==> config.mk <==
export PLATFORM = sky130hd
export DESIGN_NAME = ifetch_queue
export DESIGN_NICKNAME = d
export VERILOG_FILES = /design/src/rtl/ifetch_queue_pkg.sv /design/src/rtl/inst_queue.sv /design/src/rtl/ifetch_queue.sv
export SDC_FILE = /design/constraint.sdc
export NUM_CORES = 1
export LEC_CHECK = 0
export ABC_AREA = 1
export BUFFER_PORTS_ARGS = -buffer_cell sky130_fd_sc_hd__buf_2
export CAP_MARGIN = 25
export CORE_UTILIZATION = 35
export CTS_BUF_LIST = sky130_fd_sc_hd__clkbuf_4
export CTS_CLUSTER_DIAMETER = 120
export DETAILED_ROUTE_END_ITERATION = 8
export PLACE_DENSITY_LB_ADDON = 0.15
export REMOVE_ABC_BUFFERS = 1
export SLEW_MARGIN = 0
export SYNTH_ARGS = -nofsm -noshare
export SYNTH_HDL_FRONTEND = slang
export SYNTH_SLANG_ARGS = --single-unit
==> constraint.sdc <==
create_clock -name clk -period 7.8 [get_ports clk]
set_input_delay 1.56 -clock clk [delete_from_list [all_inputs] [get_ports clk]]
set_output_delay 1.56 -clock clk [all_outputs]
set_load 0.01 [all_outputs]
==> src/rtl/ifetch_queue_pkg.sv <==
// Shared types and constants for the instruction fetch stage and its queue.
package ifetch_queue_pkg;

    localparam int unsigned DATA_WIDTH = 32;
    localparam int unsigned ADDR_WIDTH = 6;
    localparam logic [DATA_WIDTH-1:0] RESET_PC = 32'h0000_0000;

    typedef struct packed {
        logic [DATA_WIDTH-1:0] pc;
        logic [DATA_WIDTH-1:0] instr;
    } fetch_entry_t;

    // Fetch slots usable this cycle: both if two are free, only slot 0 if one is free.
    function automatic logic [1:0] push_slots(input logic [31:0] free_slots);
        if (free_slots >= 32'd2) begin
            return 2'd2;
        end else if (free_slots == 32'd1) begin
            return 2'd1;
        end else begin
            return 2'd0;
        end
    endfunction

endpackage

==> src/rtl/inst_queue.sv <==
// Circular instruction buffer: up to two pushes and one pop per cycle, synchronous flush.
module inst_queue
    import ifetch_queue_pkg::*;
#(
    parameter int unsigned DEPTH = 4,
    parameter int unsigned CNT_W = $clog2(DEPTH + 1)
) (
    input  logic             clk,
    input  logic             rst,
    input  logic             flush,
    input  logic [1:0]       push_n,
    input  fetch_entry_t     push0,
    input  fetch_entry_t     push1,
    input  logic             pop,
    output fetch_entry_t     head,
    output logic [CNT_W-1:0] count
);

    localparam int unsigned PTR_W = (DEPTH > 1) ? $clog2(DEPTH) : 1;

    fetch_entry_t     mem [DEPTH];
    logic [PTR_W-1:0] wr_ptr;
    logic [PTR_W-1:0] rd_ptr;
    logic [PTR_W-1:0] wr_ptr_next1;

    assign wr_ptr_next1 = wr_ptr + PTR_W'(1);
    assign head         = mem[rd_ptr];

    // Pointers wrap naturally because DEPTH is a power of two.
    always_ff @(posedge clk) begin
        if (rst || flush) begin
            wr_ptr <= '0;
            rd_ptr <= '0;
            count  <= '0;
        end else begin
            wr_ptr <= wr_ptr + PTR_W'(push_n);
            rd_ptr <= rd_ptr + PTR_W'(pop);
            count  <= count + CNT_W'(push_n) - CNT_W'(pop);
        end
    end

    // Storage carries no reset; contents are only meaningful below count.
    always_ff @(posedge clk) begin
        if (!rst && !flush) begin
            if (push_n != 2'd0) begin
                mem[wr_ptr] <= push0;
            end
            if (push_n == 2'd2) begin
                mem[wr_ptr_next1] <= push1;
            end
        end
    end

endmodule

==> src/rtl/ifetch_queue.sv <==
// Fetch stage: drives two consecutive imem reads per cycle, buffers them, and feeds decode.
module ifetch_queue
    import ifetch_queue_pkg::*;
#(
    parameter int unsigned DATA_WIDTH  = ifetch_queue_pkg::DATA_WIDTH,
    parameter int unsigned ADDR_WIDTH  = ifetch_queue_pkg::ADDR_WIDTH,
    parameter int unsigned QUEUE_DEPTH = 4,
    parameter logic [DATA_WIDTH-1:0] RESET_PC = ifetch_queue_pkg::RESET_PC
) (
    input  logic                               clk,
    input  logic                               rst,
    output logic [ADDR_WIDTH-1:0]              imem_a1,
    output logic [ADDR_WIDTH-1:0]              imem_a2,
    input  logic [DATA_WIDTH-1:0]              imem_rd1,
    input  logic [DATA_WIDTH-1:0]              imem_rd2,
    input  logic                               redirect_valid,
    input  logic [DATA_WIDTH-1:0]              redirect_pc,
    output logic                               inst_valid,
    output logic [DATA_WIDTH-1:0]              inst,
    output logic [DATA_WIDTH-1:0]              inst_pc,
    input  logic                               inst_ready,
    output logic [DATA_WIDTH-1:0]              fetch_pc,
    output logic [$clog2(QUEUE_DEPTH+1)-1:0]   count
);

    localparam int unsigned CNT_W = $clog2(QUEUE_DEPTH + 1);

    logic [DATA_WIDTH-1:0] pc;
    logic [DATA_WIDTH-1:0] pc_next;
    logic [CNT_W-1:0]      free;
    logic [1:0]            push_n;
    logic                  pop;
    fetch_entry_t          slot0;
    fetch_entry_t          slot1;
    fetch_entry_t          head;
    logic [1:0]            unused_redirect_lsbs;

    assign unused_redirect_lsbs = redirect_pc[1:0];

    assign imem_a1  = pc[ADDR_WIDTH+1:2];
    assign imem_a2  = imem_a1 + ADDR_WIDTH'(1);
    assign fetch_pc = pc;

    // Free space is judged before this cycle's pop, so a popped slot is reused next cycle.
    assign free   = CNT_W'(QUEUE_DEPTH) - count;
    assign push_n = redirect_valid ? 2'd0 : push_slots(32'(free));
    assign pop    = inst_valid && inst_ready;

    assign slot0.pc    = pc;
    assign slot0.instr = imem_rd1;
    assign slot1.pc    = pc + DATA_WIDTH'(4);
    assign slot1.instr = imem_rd2;

    always_comb begin
        pc_next = pc + DATA_WIDTH'({push_n, 2'b00});
        if (redirect_valid) begin
            pc_next = {redirect_pc[DATA_WIDTH-1:2], 2'b00};
        end
    end

    always_ff @(posedge clk) begin
        if (rst) begin
            pc <= RESET_PC;
        end else begin
            pc <= pc_next;
        end
    end

    inst_queue #(
        .DEPTH (QUEUE_DEPTH),
        .CNT_W (CNT_W)
    ) u_inst_queue (
        .clk    (clk),
        .rst    (rst),
        .flush  (redirect_valid),
        .push_n (push_n),
        .push0  (slot0),
        .push1  (slot1),
        .pop    (pop),
        .head   (head),
        .count  (count)
    );

    assign inst_valid = (count != '0);
    assign inst       = head.instr;
    assign inst_pc    = head.pc;

endmodule
# Word-level counts from Yosys, hierarchy flattened
# Memories as Yosys holds them, arrays and structs flattened. A register that Yosys moved wholly into a read port is not among the register bits.
# Cells that the tools add are included.
# classes
reduce_logical,8
addsub,9
n_shift,0
bitwise,0
multipliers,0
div,0
muxes,11
order_cmp,1
n_eq_ne,2
# op_table
cell,count
"32-bit by 3-bit adder with 32-bit output, second input constant",1
32-bit by 4-bit adder with 32-bit output,1
32-bit two-way mux,1
1-bit two-way mux,7
"6-bit by 1-bit adder with 6-bit output, second input constant",1
2-bit two-way mux,3
3-bit by 2-bit adder with 3-bit output,1
"3-bit by 1-bit == test with 1-bit output, second input constant",1
"3-bit by 2-bit greater-or-equal comparator with 1-bit output, second input constant",1
3-bit nonzero test,1
3-bit by 1-bit subtractor with 3-bit output,1
"3-bit subtractor, first input constant",1
2-bit by 1-bit adder with 2-bit output,1
"2-bit by 1-bit adder with 2-bit output, second input constant",1
2-bit adder,1
"2-bit == test, second input constant",1
1-bit logical AND,2
1-bit zero test,2
2-bit nonzero test,1
2-bit OR reduction,1
1-bit logical OR,1
# word_totals
latch_bits,0
reg_bits,39
out_inout_bits,112
mem_count,1
ram_bits,256
mem_bits_ro,0
# memory_table
name,depth,width,rd,rd_clocked_by_memory_dff,wr,line,source
u_inst_queue.mem,4,64,1,1,2,inst_queue.sv:21,fetch_entry_t mem [DEPTH];

# Longest topological paths before layout
# depth
ltp_word,9
depth_mapped,16

# Cells and area by module
# Synthesis repeated with hierarchy kept, for this count alone.
# hier_totals
cells_unflattened,2116
area_unflattened_um2,16962.5
# by_module_without_submodules
mod,instances,area_per_inst_um2,cells_each
inst_queue,1,14173.6,1667
ifetch_queue,1,2788.9,449

# Worst setup path after synthesis
# Ideal clock, no wire load.
# synth_path
path_type,input -> register
startpoint,in redirect_valid
endpoint,mem u_inst_queue.mem[0][0] (netlist bit) (enable)
n_path_buf,1
stages,4
t_arrival_ns,6.344
required_time_ns,7.232
slack_ns,0.889
cell_sequence,buf_6 > nor2_4 > o21ai_0 > o21ai_0
# synth_lines
item,line,source
start: declaration,ifetch_queue.sv:16,"input logic redirect_valid,"
end: declaration,inst_queue.sv:21,

==> reports/metrics.cfg <==
[drt]
drt_iter0_markers=856
via_per_inst=4.904
vias=12680
drc=0
drt_pre_antenna_iters=6
ant_nets=0
avgRoutedWirePerCell_um=17.73
routed_wl_mm=45.86

[clocking]
cts-hold-fix-buffers=0
htree_levels=3
clock-sinks=285
numCtsBuffers=81
cts_tree=yes
path_clk_slew_ns=0.07
cts_resized=0
post_cts_buffers=0
clk_latency_ns=0.75
cts_buffer_depth=3
clock-root-buffer=clkbuf_4

[setup_path]
critical_path.endpoint_type=output pin
path_class=reg2out
worst-endpoint-arrival_ns=3.24
r2r_cells=8
path_cells=inv_4, buf_4, o21ai_0, o22ai_1, buf_2
r2r_setup_slack_ns=4.08
startpoint_type=flip-flop
worstPathRequired_ns=6.24
cp.depth=5
path_buf_inv=3
cpLargestDelayFamily=buffers and inverters
max_stage_delay_ns=0.74
critical_path.max_fanout=74
cp_slowest_cell=buf_4

[timing]
hold_slack_ns=0.5875
hold_viol=0
tightest_slew_ns=1.064
relSlewSlack_pct=28.77
grt_setup_unrepaired=false
max_clock_freq_ghz=0.2084
setup_tns_ns=0
slew_violations=0
min_period_ns=4.799
setup_viol=0
worst_slack_ns=3.001
fin_worst_skew_ns=0.03531
fin_crit_sh_pct=61.52

[floorplan]
die_y_um=210.4
core_um2=42420
die_area_um2=44260
die_w_um=210.4
rows=75
ios=212
start_util_pct=35.83

[logic_synthesis]
avgSynthCellArea_um2=8.626
syn-cell-area_um2=15200
ys_warn_count=0
postSynth.asyncResetShare_pct=0
ys_types=35
synth_top_cell_area_share_pct=49.00
ys_seq_area_share_pct=53.87
syn_inst=1762
synth_seq_cells=285
dominantRegCellSynth=edfxtp_1
yosys.area.top_type=edfxtp_1
yosys-top-cells-area=edfxtp_1, nand2_1, o21ai_0
synth_edf_count=248

[final_layout]
multi_input_area_um2=5864
layout_commonest_cell=nand2_1
area.growth.synth_to_final_pct=15.88
fin_nets=2059
final_cell_count_no_fill=2586
seq_area_um2=8193
filler_cell_count=4351
layout-drive-gt1-share_pct=20.90
mostFrequentLayoutCells=nand2_1, o21ai_0, edfxtp_1

[hold_path]
hp-class=reg2reg
hold_depth=4

[power_and_ir_drop]
power_leakage_nw=7.269
powerDensity_nw_per_um2=229.2
irDropWorstVdd_uv=93.65

[placement]
preCtsSetupSlack_ns=2.917
io_buffers=205
dp_hpwl_mm=27.04
gp_congestion=0.7953
place_inst=2434

[global_routing]
grt_pass1_wl_mm=69.47
antenna_found_initial=2
grt_max_degree=84
grt-ovfl-total=0
grt_pass1_vias=12160
grt_usage_pct=20.79

[flow_run]
drv_cap=0

[outcome]
outcome=finished, final reports clean

-- power by group --
group	switching, mW	internal [mW]
clock network	0.656	0.796
registers	0.0657	1.83
logic	0.467	0.218
total	1.19	2.85
-- stage by stage --
step	util, %	instance area (µm²)	power, mW
detailed placement	38.70	16410	2.619
global placement	38.68	16410	2.607
finish	41.53	17610	4.036
global route	41.52	17610	4.259
floorplan	-	14510	2.330
CTS	41.21	17480	4.090
-- cells by family (layout without fill, tap and decap cells) --
| family | after synthesis | in the layout | synth area share, % |
|---|---|---|---|
| and+or+nand+nor | 741 | 741 | 20.27 |
| DFF | 285 | 285 | 53.87 |
| adders and majority gates | 14 | 14 | 1.251 |
| AOI/OAI and AO/OA | 429 | 429 | 14.68 |
| buffers and inverters | 261 | 501 | 7.919 |
| other | 1 | 8 | 0.02467 |
| xor gates and xnor gates | 31 | 31 | 1.984 |
-- state kept, by name (all words and copies together) (netlist names) --
signal               cells
fetch_pc                30
u_inst_queue.count       3
u_inst_queue.mem       248
u_inst_queue.rd_ptr      2
u_inst_queue.wr_ptr      2
-- tightest hold or removal path, cell delays in order, from the launching register on --
cell	delay [ns]
dfxtp_1	0.33
nand2_1	0.07
nand3_1	0.06
nand2_1	0.06
inv_1	0.03
-- synthesized netlist by cell type, types with 2 or more instances --
| cell type | number |
|---|---|
| o22ai_1 | 62 |
| buf_1 | 4 |
| buf_2 | 31 |
| nor2_1 | 213 |
| a21oi_1 | 4 |
| inv_1 | 126 |
| xor2_2 | 4 |
| nand3b_1 | 2 |
| dfxtp_1 | 37 |
| nor2_2 | 17 |
| xor2_1 | 20 |
| nand3_2 | 2 |
| nand2_1 | 405 |
| clkbuf_1 | 51 |
| xnor2_1 | 7 |
| edfxtp_1 | 248 |
| nand3_1 | 74 |
| o21ai_1 | 71 |
| ha_1 | 12 |
| fa_1 | 2 |
| buf_4 | 31 |
| o21ai_0 | 290 |
| inv_2 | 8 |
| buf_6 | 9 |
| nand2_2 | 9 |
| nor2_4 | 14 |
-- routing by layer --
metal | share of wire, % | global-route usage (%) | vias to the layer above
met4 | 2.2 | 7.246 | 0
met3 | 5.1 | 4.052 | 79
met2 | 48 | 34.92 | 352
met5 | 0 | 0 | -
li1 | - | - | 6333
met1 | 45 | 26.68 | 5919
-- worst paths after layout --
kind | start | to
max | u_inst_queue.rd_ptr[0] | inst_pc[8]
min | fetch_pc[31] | fetch_pc[31]
max reg2reg | u_inst_queue.count[1] | u_inst_queue.mem[0][45]
min reg2reg | fetch_pc[31] | fetch_pc[31]
-- area by class of cell --
class,instances,area share (%)
tap,577,4.099
antenna,4,0.05683
clock buffer,126,5.370
sequential,285,46.52
inverter,134,2.870
clock inverter,17,0.6891
timing repair buffer,224,7.104
multi-input combinational,1219,33.30
Power figures use the tool's default switching activity.
